--- config.mk ---
export PLATFORM = sky130hd
export DESIGN_NAME = psk_phase_acq
export DESIGN_NICKNAME = d
export VERILOG_FILES = /design/src/rtl/psk_phase_acq.sv
export SDC_FILE = /design/constraint.sdc
export NUM_CORES = 1
export LEC_CHECK = 0
export CAP_MARGIN = 10
export CORE_MARGIN = 8
export CORE_UTILIZATION = 42
export DETAILED_ROUTE_END_ITERATION = 8
export PLACE_DENSITY_LB_ADDON = 0.25
export SLEW_MARGIN = 30
export SYNTH_ARGS = -nofsm -noshare
export SYNTH_HDL_FRONTEND = slang
export SYNTH_SLANG_ARGS = --single-unit
export TNS_END_PERCENT = 1
--- constraint.sdc ---
create_clock -name clk -period 3.58 [get_ports clk]
set_input_delay 0.716 -clock clk [delete_from_list [all_inputs] [get_ports clk]]
set_output_delay 0.716 -clock clk [all_outputs]
set_load 0.005 [all_outputs]
--- src/rtl/psk_phase_acq.sv ---
// PSK phase acquisition: sweeps the NCO phase word in fixed steps, correlates the sample stream
// against i_code per step and keeps the strongest step. Optional macro: PSK_ACQ_ABS_METRIC_EN.
module psk_phase_acq #(
    parameter int PHASE_W    = 13,
    parameter int PHASE_STEP = 512,
    parameter int DWELL      = 1024,
    parameter int SETTLE_CYC = 4,
    parameter int ACC_W      = 16
) (
    input  logic               clk,
    input  logic               rst,
    input  logic               start,
    input  logic               sample_en,
    input  logic               sample_in,
    input  logic               i_code,
    output logic [PHASE_W-1:0] phase_word,
    output logic               busy,
    output logic               done,
    output logic               corr_valid,
    output logic [ACC_W-1:0]   corr_value,
    output logic [PHASE_W-1:0] best_phase,
    output logic [ACC_W-1:0]   best_mag
`ifdef PSK_ACQ_ABS_METRIC_EN
    ,
    output logic               best_inv
`endif
);

    typedef enum logic [2:0] {
        ST_IDLE,
        ST_SETTLE,
        ST_DWELL,
        ST_EVAL,
        ST_DONE
    } state_t;

    localparam int SET_W = (SETTLE_CYC > 1) ? $clog2(SETTLE_CYC) : 1;
    localparam int DWC_W = $clog2(DWELL + 1);

    localparam logic [SET_W-1:0]         SETTLE_LAST = SET_W'(SETTLE_CYC - 1);
    localparam logic [DWC_W-1:0]         DWELL_LAST  = DWC_W'(DWELL - 1);
    localparam logic [PHASE_W-1:0]       STEP_INC    = PHASE_W'(PHASE_STEP);
    localparam logic [PHASE_W-1:0]       LAST_PHASE  = PHASE_W'((2 ** PHASE_W) - PHASE_STEP);
    localparam logic signed [ACC_W-1:0]  ACC_MAX     = ACC_W'((2 ** (ACC_W - 1)) - 1);
    localparam logic signed [ACC_W-1:0]  ACC_MIN     = -ACC_MAX;
    localparam logic signed [ACC_W-1:0]  ONE         = ACC_W'(1);

    state_t                    state;
    logic [SET_W-1:0]          settle_cnt;
    logic [DWC_W-1:0]          dwell_cnt;
    logic signed [ACC_W-1:0]   acc;
    logic signed [ACC_W-1:0]   acc_inc;
    logic signed [ACC_W-1:0]   metric;

    // Saturating +/-1 update for the strobe being integrated this cycle.
    always_comb begin
        acc_inc = acc;
        if (sample_in == i_code) begin
            if (acc != ACC_MAX) acc_inc = acc + ONE;
        end else begin
            if (acc != ACC_MIN) acc_inc = acc - ONE;
        end
    end

    always_comb begin
`ifdef PSK_ACQ_ABS_METRIC_EN
        metric = acc[ACC_W-1] ? -acc : acc;
`else
        metric = acc;
`endif
    end

    always_ff @(posedge clk) begin
        if (rst) begin
            state      <= ST_IDLE;
            settle_cnt <= '0;
            dwell_cnt  <= '0;
            acc        <= '0;
            phase_word <= '0;
            busy       <= 1'b0;
            done       <= 1'b0;
            corr_valid <= 1'b0;
            corr_value <= '0;
            best_phase <= '0;
            best_mag   <= '0;
`ifdef PSK_ACQ_ABS_METRIC_EN
            best_inv   <= 1'b0;
`endif
        end else begin
            corr_valid <= 1'b0;
            done       <= 1'b0;
            case (state)
                ST_IDLE: begin
                    if (start) begin
                        phase_word <= '0;
                        acc        <= '0;
                        corr_value <= '0;
                        best_mag   <= '0;
                        best_phase <= '0;
`ifdef PSK_ACQ_ABS_METRIC_EN
                        best_inv   <= 1'b0;
`endif
                        busy       <= 1'b1;
                        settle_cnt <= '0;
                        state      <= ST_SETTLE;
                    end
                end
                ST_SETTLE: begin
                    if (settle_cnt == SETTLE_LAST) begin
                        acc       <= '0;
                        dwell_cnt <= '0;
                        state     <= ST_DWELL;
                    end else begin
                        settle_cnt <= settle_cnt + 1'b1;
                    end
                end
                ST_DWELL: begin
                    if (sample_en) begin
                        acc       <= acc_inc;
                        dwell_cnt <= dwell_cnt + 1'b1;
                        if (dwell_cnt == DWELL_LAST) state <= ST_EVAL;
                    end
                end
                ST_EVAL: begin
                    corr_value <= acc;
                    corr_valid <= 1'b1;
                    // Strict compare: on a tie the earlier phase stays best.
                    if (metric > $signed(best_mag)) begin
                        best_mag   <= metric;
                        best_phase <= phase_word;
`ifdef PSK_ACQ_ABS_METRIC_EN
                        best_inv   <= acc[ACC_W-1];
`endif
                    end
                    if (phase_word == LAST_PHASE) begin
                        state <= ST_DONE;
                    end else begin
                        phase_word <= phase_word + STEP_INC;
                        settle_cnt <= '0;
                        state      <= ST_SETTLE;
                    end
                end
                ST_DONE: begin
                    done  <= 1'b1;
                    busy  <= 1'b0;
                    state <= ST_IDLE;
                end
                default: state <= ST_IDLE;
            endcase
        end
    end

endmodule

Word-level counts from Yosys, hierarchy flattened:

Cells that the tools add are included.

* input port bits: 6
* register bits: 93
* output and inout bits: 61
* logic and storage cells: 82

* multiplexer cells: 32
* reduce and logical (&&, ||, !) cells: 14
* $lt $le $gt $ge: 1
* equal/unequal tests: 19
* add/sub/neg operators: 5

Operators with widths (count)
* $mux W16: 7
* $pmux W16 S2: 2
* $pmux W13 S2: 2
* $pmux W16 S3: 1
* $mux W13: 3
* $ne A16 B16 Y1 const B: 2
* $mux W11: 2
* $pmux W11 S2: 1
* $add A16 B2 Y16 const B: 1
* $gt A16 B16 Y1: 1
* $sub A16 B2 Y16 const B: 1
* $mux W3: 5
* $ne A2 B2 Y1 const B: 7
* $add A13 B10 Y13 const B: 1
* $eq A13 B13 Y1 const B: 1
* $pmux W3 S4: 1
* $add A11 B1 Y11 const B: 1
* $eq A11 B10 Y1 const B: 1
* $reduce_and A3 Y1: 3
* $reduce_and A4 Y1: 2
* $eq A3 B2 Y1 const B: 2
* $mux W2: 3
* $ne A3 B3 Y1 const B: 2
* $pmux W2 S3: 1
* other kinds (12): 18

Depth between registers and ports, before layout:

Gate-level depths: netlist of run 1.

* word-level depth: 5
* depth in mapped cells: 10
* depth with buffers taken out: 10

Worst setup path before layout of run 1:

OpenSTA, ideal clock, no wires.

* path kind: in2reg
* start: input port i_code
* end: register acc[15]
* data required time: 3.518 ns
* arrival time: 3.386 ns
* slack: 0.133 ns
* path buffers: 0
* stages on the path: 9
* library setup time: 0.062 ns
* cell sequence: xor2_1 -> ha_1 -> or4_1 -> o21a_1 -> nand2_1 -> o311a_1 -> nor3_1 -> or3_1 -> nand3_1

* longest elaborated chain between the ends: 4

RTL lines
* from (decl): line 15 `input logic i_code,`
* $eq A1 B1 Y1 (*): line 58 `if (sample_in == i_code) begin`
* $mux W16: line 58
* $mux W16: line 118 `if (sample_en) begin`
* $pmux W16 S3: line 92 `case (state)`
* to (signal assigned): line 119 `acc <= acc_inc;`
* to (decl): line 51 `logic signed [ACC_W-1:0] acc;`

Mark *: on every way between the ends. The rest lies on a longest branch, timed or not. The select of a mux whose other input is x is not followed.
A chain may end at the register's enable or synchronous reset.

Worst setup path in the final report of run 1:

* start: input port sample_in
* end: register acc[14]

* longest elaborated chain between the ends: 4

RTL lines
* from (decl): line 14 `input logic sample_in,`
* $eq A1 B1 Y1 (*): line 58
* $mux W16: line 58
* $mux W16: line 118
* $pmux W16 S3: line 92

Marked as above.

==> run_results.csv, run 1 <==
group,metric,value,unit
clock_tree,cts_inserted_buffers,9,
worst_setup_path,worst_setup_path_end_kind,"flop",
timing,max_slew_margin,58.1,%
clock_tree,cts-resized-gates,0,
yosys,ys_top_cells_by_count,"75 x dfxtp_1, 66 x nand2_1, 44 x nor2_1, 33 x ha_1, 30 x a21oi_1",
global_route,grt_usage,15.8,%
place,place_congestion,0.870,
finish,diodes,0,
timing,fin_ws,0.398,ns
clock_tree,cts_buffer_depth,2,
floorplanning,dieArea,13400,µm²
worst_setup_path,start_kind,"input port",
yosys,avgSynthCellArea,8.49,µm²
timing,period_minus_slack,3.18,ns
finish,layout-drive-gt1-share,6.36,%
hold_path,holdPathEnd,"best_phase[9]$_SDFFE_PP0P_",
detailed_routing,vias,3645,
timing,skew,0.0140,ns
detailed_routing,finalWirelength,10400,µm
timing,setup_tns,0,ns
worst_setup_path,crit_arrival,3.43,ns
yosys,ys_warn_count,0,
global_route,grt_pass1_vias,3446,
detailed_routing,wl_per_cell,15.2,µm
worst_setup_path,critPathKind,"input port to flop",
global_route,grt_pass1_wl,16800,µm
worst_setup_path,timing.rr.end,"acc[14]$_SDFFE_PP0P_",
yosys,syn_inst,492,
detailed_routing,drtPass1Iterations,4,
clock_tree,clk_pin_slew,0.08,ns
clock_tree,root_buffer,"clkbuf_8",
worst_setup_path,crit_chain,"clkdlybuf4s50_1 > xor2_1 > buf_12 > inv_1 > fa_1 > nor2b_1 > o21a_1 > o21ai_1 > a211oi_1 > o21ai_0 > xnor2_1 > a22o_1",
finish,ff_latch_area,1500,µm²
timing,slew_violations,0,
yosys,postSynth.asyncResetShare,0,%
worst_setup_path,required,3.82,ns
power_and_ir_drop,cellPowerDensity,346,nW/µm²
global_route,overflow,0,
clock_tree,h-tree-depth,3,
timing,fin_crit_sh,88.9,%
yosys,synth_cell_type_count,50,
yosys,netlist_top_cells_area,"dfxtp_1 36%, ha_1 9.9%, nand2_1 5.9%, mux2i_1 5.3%, nor2_1 4.0%",
yosys,synth_seq_cells,75,
hold_path,min_delay_path_depth,2,
timing,hold_viol_final,0,
timing,setup_viol,0,
global_route,grt_max_degree,22,
power_and_ir_drop,peakVddDrop,207,µV
yosys,synth.most_common_cell,"dfxtp_1",
clock_tree,cts_tree,"built",
finish,fillCellCount,964,
finish,multi_input_comb_area,2440,µm²
detailed_routing,antenna_left,0,
floorplanning,start_util,43.0,%
worst_setup_path,r2r_slack,1.00,ns
worst_setup_path,cp_slowest_cell,"clkdlybuf4s50_1",
worst_setup_path,worst-path-max-fanout,18,
hold_path,hold_path_class,"flop to flop",
detailed_routing,vias_per_cell,5.34,
detailed_routing,drc,0,
finish,final_nets,585,
yosys,synth_top_area_cell,"dfxtp_1",
clock_tree,post_cts_buffers,0,
yosys,yosys_most_used_dff,"dfxtp_1",
timing,tightest_slew,0.626,ns
floorplanning,rows,36,
power_and_ir_drop,leakage,2.05,nW
yosys,syn_area,4180,µm²
clock_tree,hold_buffers,0,
place,pre_cts_ws,0.104,ns
floorplanning,ios,67,
floorplanning,dieWidth,116,µm
worst_setup_path,slowest_delay,0.47,ns
floorplanning,die_h,116,µm
place,hpwl,7630,µm
finish,syn2layout_area_growth,19.9,%
run,maxCapViolations,0,
detailed_routing,drt_iter0_drc,168,
clock_tree,clock_latency,0.36,ns
timing,fmax,314,MHz
status,outcome,"finished clean",
global_route,antenna_found_initial,0,
timing,rsz0062_at_grt,"no",
worst_setup_path,r2r_start,"acc[0]$_SDFFE_PP0P_",
yosys,synth_largest_type_area_fraction,35.9,%
worst_setup_path,ff2ff_path_depth,9,
clock_tree,clock_sinks,75,
place,port_buffers,48,
yosys,synth_edf_count,0,
floorplanning,core_area,9730,µm²
hold_path,min_from,"best_phase[9]$_SDFFE_PP0P_",
yosys,ys_seq_area_share,35.9,%
per-stage QoR:
stage	util [%]	total power [mW]	instances	hold WS (ns)	area (µm²)
2_1_floorplan	-	0.978	509	0.450	4240
3_3_place_gp	49.2	1.00	667	0.448	4790
3_5_place_dp	49.2	1.01	667	0.462	4790
4_1_cts	51.5	1.75	683	0.472	5010
5_1_grt	51.5	1.80	683	0.479	5010
6_report	51.5	1.73	683	0.467	5010
cells by family (layout without fill, tap and decap cells):
kind of cell / count (synthesis) / count (layout) / synth area share, %
xor gates and xnor gates: 18 / 18 / 3.77
muxes: 23 / 23 / 5.60
DFF: 75 / 75 / 35.9
buffers and inverters: 60 / 101 / 7.16
adders and majority gates: 34 / 34 / 10.4
AOI/OAI and AO/OA: 106 / 106 / 17.3
and+or+nand+nor: 175 / 175 / 19.8
other: 1 / 18 / 0.0897
state kept, by name, indices dropped and copies added, names as in the netlist:
| name | flops |
|---|---|
| acc | 16 |
| settle_cnt | 2 |
| best_mag | 16 |
| corr_valid | 1 |
| dwell_cnt | 11 |
| best_phase | 4 |
| done | 1 |
| state | 3 |
| phase_word | 4 |
| busy | 1 |
| corr_value | 16 |
metal layers:
| metal | routed length, µm | track usage (%) | vias to the layer above |
|---|---|---|---|
| met4 | 108 | 6.40 | 0 |
| met5 | 0 | 0 | - |
| li1 | - | - | 1824 |
| met3 | 549 | 3.80 | 10 |
| met1 | 4760 | 19.4 | 1732 |
| met2 | 4940 | 25.9 | 79 |
cell type report:
cell class | instances | share of cell area [%]
inverter | 25 | 1.87
clock inverter | 6 | 1.75
multi-input combinational | 374 | 48.7
timing repair buffer | 60 | 11.6
clock buffer | 10 | 2.75
tap | 133 | 3.32
sequential | 75 | 30.0
cells in the final DEF (no fill, tap or decap), drive strengths merged, types with 2 or more instances in the layout:
cell / n
a21oi: 30
o211ai: 2
nand2b: 5
inv: 26
nand4: 12
o21bai: 2
nor3: 10
or3: 7
o21ai: 14
clkdlybuf4s50: 48
a211oi: 7
clkbuf: 10
buf: 12
xor2: 8
a32o: 3
ha: 33
bufinv: 2
nand3b: 3
nand2: 66
or4: 2
o31ai: 3
a22o: 7
nor2b: 3
and3: 4
xnor2: 10
nor2: 45
nor4: 4
a21o: 6
dfxtp: 75
clkinv: 3
conb: 18
a22oi: 18
o21a: 8
nand3: 11
mux2i: 23
worst max-delay path: cells and delay by family:
kind,cells,cell delay [ns]
AO/OA/AOI/OAI,5,1.06
XOR/XNOR,2,0.39
adder cells (fa/ha/maj),1,0.41
buffers and inverters,3,0.72
AND/OR/NAND/NOR,1,0.14
where the power goes:
part	leakage (nW)	total [mW]	switching, mW	internal, mW
registers	0.604	0.842	0.00513	0.837
clock network	0.117	0.746	0.333	0.413
logic	1.33	0.146	0.0913	0.0547
worst max path at each step:
stage / endpoint / start / cells past startpoint / slack [ns]
4_1_cts: acc[14]$_SDFFE_PP0P_ / sample_in / 12 / 0.44
6_report: acc[14]$_SDFFE_PP0P_ / sample_in / 12 / 0.40
2_1_floorplan: acc[15]$_SDFFE_PP0P_ / i_code / 9 / 0.13
5_1_grt: acc[14]$_SDFFE_PP0P_ / sample_in / 12 / 0.29
3_3_place_gp: acc[14]$_SDFFE_PP0P_ / sample_in / 12 / 0.14
3_5_place_dp: acc[12]$_SDFFE_PP0P_ / sample_in / 12 / 0.10
Note: power is estimated with default switching activity, not from simulation.
==> run 2: changes to the inputs <==
clock period = 3.2 ns   (was 3.58 ns; I/O delays follow)
==> run 2 against run 1 <==
Against the previous run:
- cell count up 4.4%
- utilization up 1.7 points
- critical path depth down 1
- clock power down 12%
- setup slack worse by 0.17 ns
- design area up 3.3%
- clock-buffer cell count up 4
- sequential cell count unchanged
- sequential share of layout area down 0.97 points
==> run_results.csv, run 2 (synthesis gave the netlist of run 1 again) <==
group,metric,value,unit
place,place_congestion,0.828,
finish,layout_commonest_cell,"dfxtp_1",
global_route,antenna_found_initial,0,
floorplanning,dieArea,13400,µm²
place,place_inst,697,
detailed_routing,drtPass1Iterations,6,
clock_tree,cts_tree,"built",
clock_tree,root_buffer,"clkbuf_8",
detailed_routing,wl_per_cell,15.4,µm
worst_setup_path,crit_chain,"clkdlybuf4s50_1 > xor2_2 > buf_4 > ha_1 > a211oi_1 > o21bai_1 > a22oi_1 > o311a_1 > nor3_1 > or3_1 > nand3_1",
floorplanning,die_h,116,µm
worst_setup_path,start_kind,"input port",
clock_tree,hold_buffers,0,
status,outcome,"finished clean",
place,hpwl,8360,µm
detailed_routing,vias,3795,
clock_tree,clock_sinks,75,
floorplanning,start_util,43.0,%
timing,setup_viol,0,
detailed_routing,finalWirelength,11000,µm
finish,syn2layout_area_growth,24.0,%
floorplanning,rows,36,
worst_setup_path,worst_setup_path_end_kind,"flop",
floorplanning,core_area,9730,µm²
detailed_routing,drt_iter0_drc,272,
timing,period_minus_slack,2.97,ns
global_route,grt_usage,16.7,%
timing,skew,0.00670,ns
finish,final_cell_mix,"75 x dfxtp_1, 66 x nand2_1, 48 x clkdlybuf4s50_1",
clock_tree,cts_buffer_depth,2,
detailed_routing,antenna_left,0,
clock_tree,cts_inserted_buffers,9,
finish,reg_top3,"acc (16), best_mag (16), corr_value (16)",
timing,tightest_slew,0.785,ns
floorplanning,dieWidth,116,µm
finish,stdcell_count,713,
power_and_ir_drop,leakage,2.17,nW
hold_path,hold_path_class,"flop to flop",
timing,slew_violations,0,
detailed_routing,vias_per_cell,5.32,
timing,hold_viol_final,0,
timing,max_slew_margin,47.5,%
worst_setup_path,required,3.48,ns
power_and_ir_drop,peakVddDrop,180,µV
clock_tree,clk_pin_slew,0.07,ns
finish,postLayoutCellArea,5180,µm²
run,maxCapViolations,0,
worst_setup_path,slowest_delay,0.50,ns
worst_setup_path,crit_arrival,3.25,ns
timing,fin_crit_sh,92.8,%
timing,rsz0062_at_grt,"no",
timing,hold_slack,0.456,ns
clock_tree,h-tree-depth,3,
global_route,grt_pass1_wl,18000,µm
global_route,overflow,0,
place,dpl_cell_area,5010,µm²
global_route,grt_pass1_vias,3740,
clock_tree,clock_latency,0.34,ns
worst_setup_path,worst-path-max-fanout,13,
floorplanning,ios,67,
worst_setup_path,critPathKind,"input port to flop",
global_route,grt_max_degree,22,
power_and_ir_drop,cellPowerDensity,344,nW/µm²
finish,layout-drive-gt1-share,10.9,%
worst_setup_path,cp_slowest_cell,"clkdlybuf4s50_1",
finish,final_nets,615,
clock_tree,post_cts_buffers,0,
detailed_routing,drc,0,
timing,fmax,337,MHz
clock_tree,cts-resized-gates,0,
finish,diodes,0,
place,port_buffers,48,
## run 2: power breakdown
group / internal, mW / switching, mW
registers: 0.937 / 0.00607
clock network: 0.323 / 0.333
logic: 0.0762 / 0.107
total: 1.34 / 0.447
## run 2: cell type report
type / count / area, µm²
Multi-Input combinational cell: 374 / 2450
Sequential cell: 75 / 1500
Fill cell: 924 / 4550
Clock inverter: 2 / 10.0
Timing Repair Buffer: 90 / 796
Clock buffer: 14 / 163
Inverter: 25 / 93.8
Tap cell: 133 / 166
## run 2: final timing paths
path / start / slack, ns / end / cells after the start
setup / recovery: i_code / 0.23 / acc[15]$_SDFFE_PP0P_ / 11
hold / removal: best_phase[10]$_SDFFE_PP0P_ / 0.46 / best_phase[10]$_SDFFE_PP0P_ / 2
setup reg to reg: acc[13]$_SDFFE_PP0P_ / 0.40 / best_phase[12]$_SDFFE_PP0P_ / 7
hold reg to reg: best_phase[10]$_SDFFE_PP0P_ / 0.46 / best_phase[10]$_SDFFE_PP0P_ / 2
## run 2: critical path, delay by kind of cell
family | cells | cell delay, ns
simple gates | 3 | 0.50
compound gates | 4 | 0.85
fa+ha+maj | 1 | 0.28
buf+inv | 2 | 0.75
xor+xnor | 1 | 0.21
## run 2: through the flow
stage          worst slack [ns]  setup TNS [ns]  total power, mW  utilization (%)
5_1_grt                  0.0386               0             1.85             53.2
6_report                  0.229               0             1.78             53.2
3_3_place_gp            -0.0579         -0.0579             1.14             51.5
4_1_cts                   0.248               0             1.80             53.2
3_5_place_dp            -0.0921          -0.224             1.15             51.5
2_1_floorplan             0.162               0             1.09                -
## run 2: routing by layer
layer	routed length, µm	part of all wire (%)	global-route usage (%)
met4	109	0.99	4.49
met2	5340	49	29.2
met3	655	6.0	2.97
met1	4900	45	20.4
met5	0	0	0
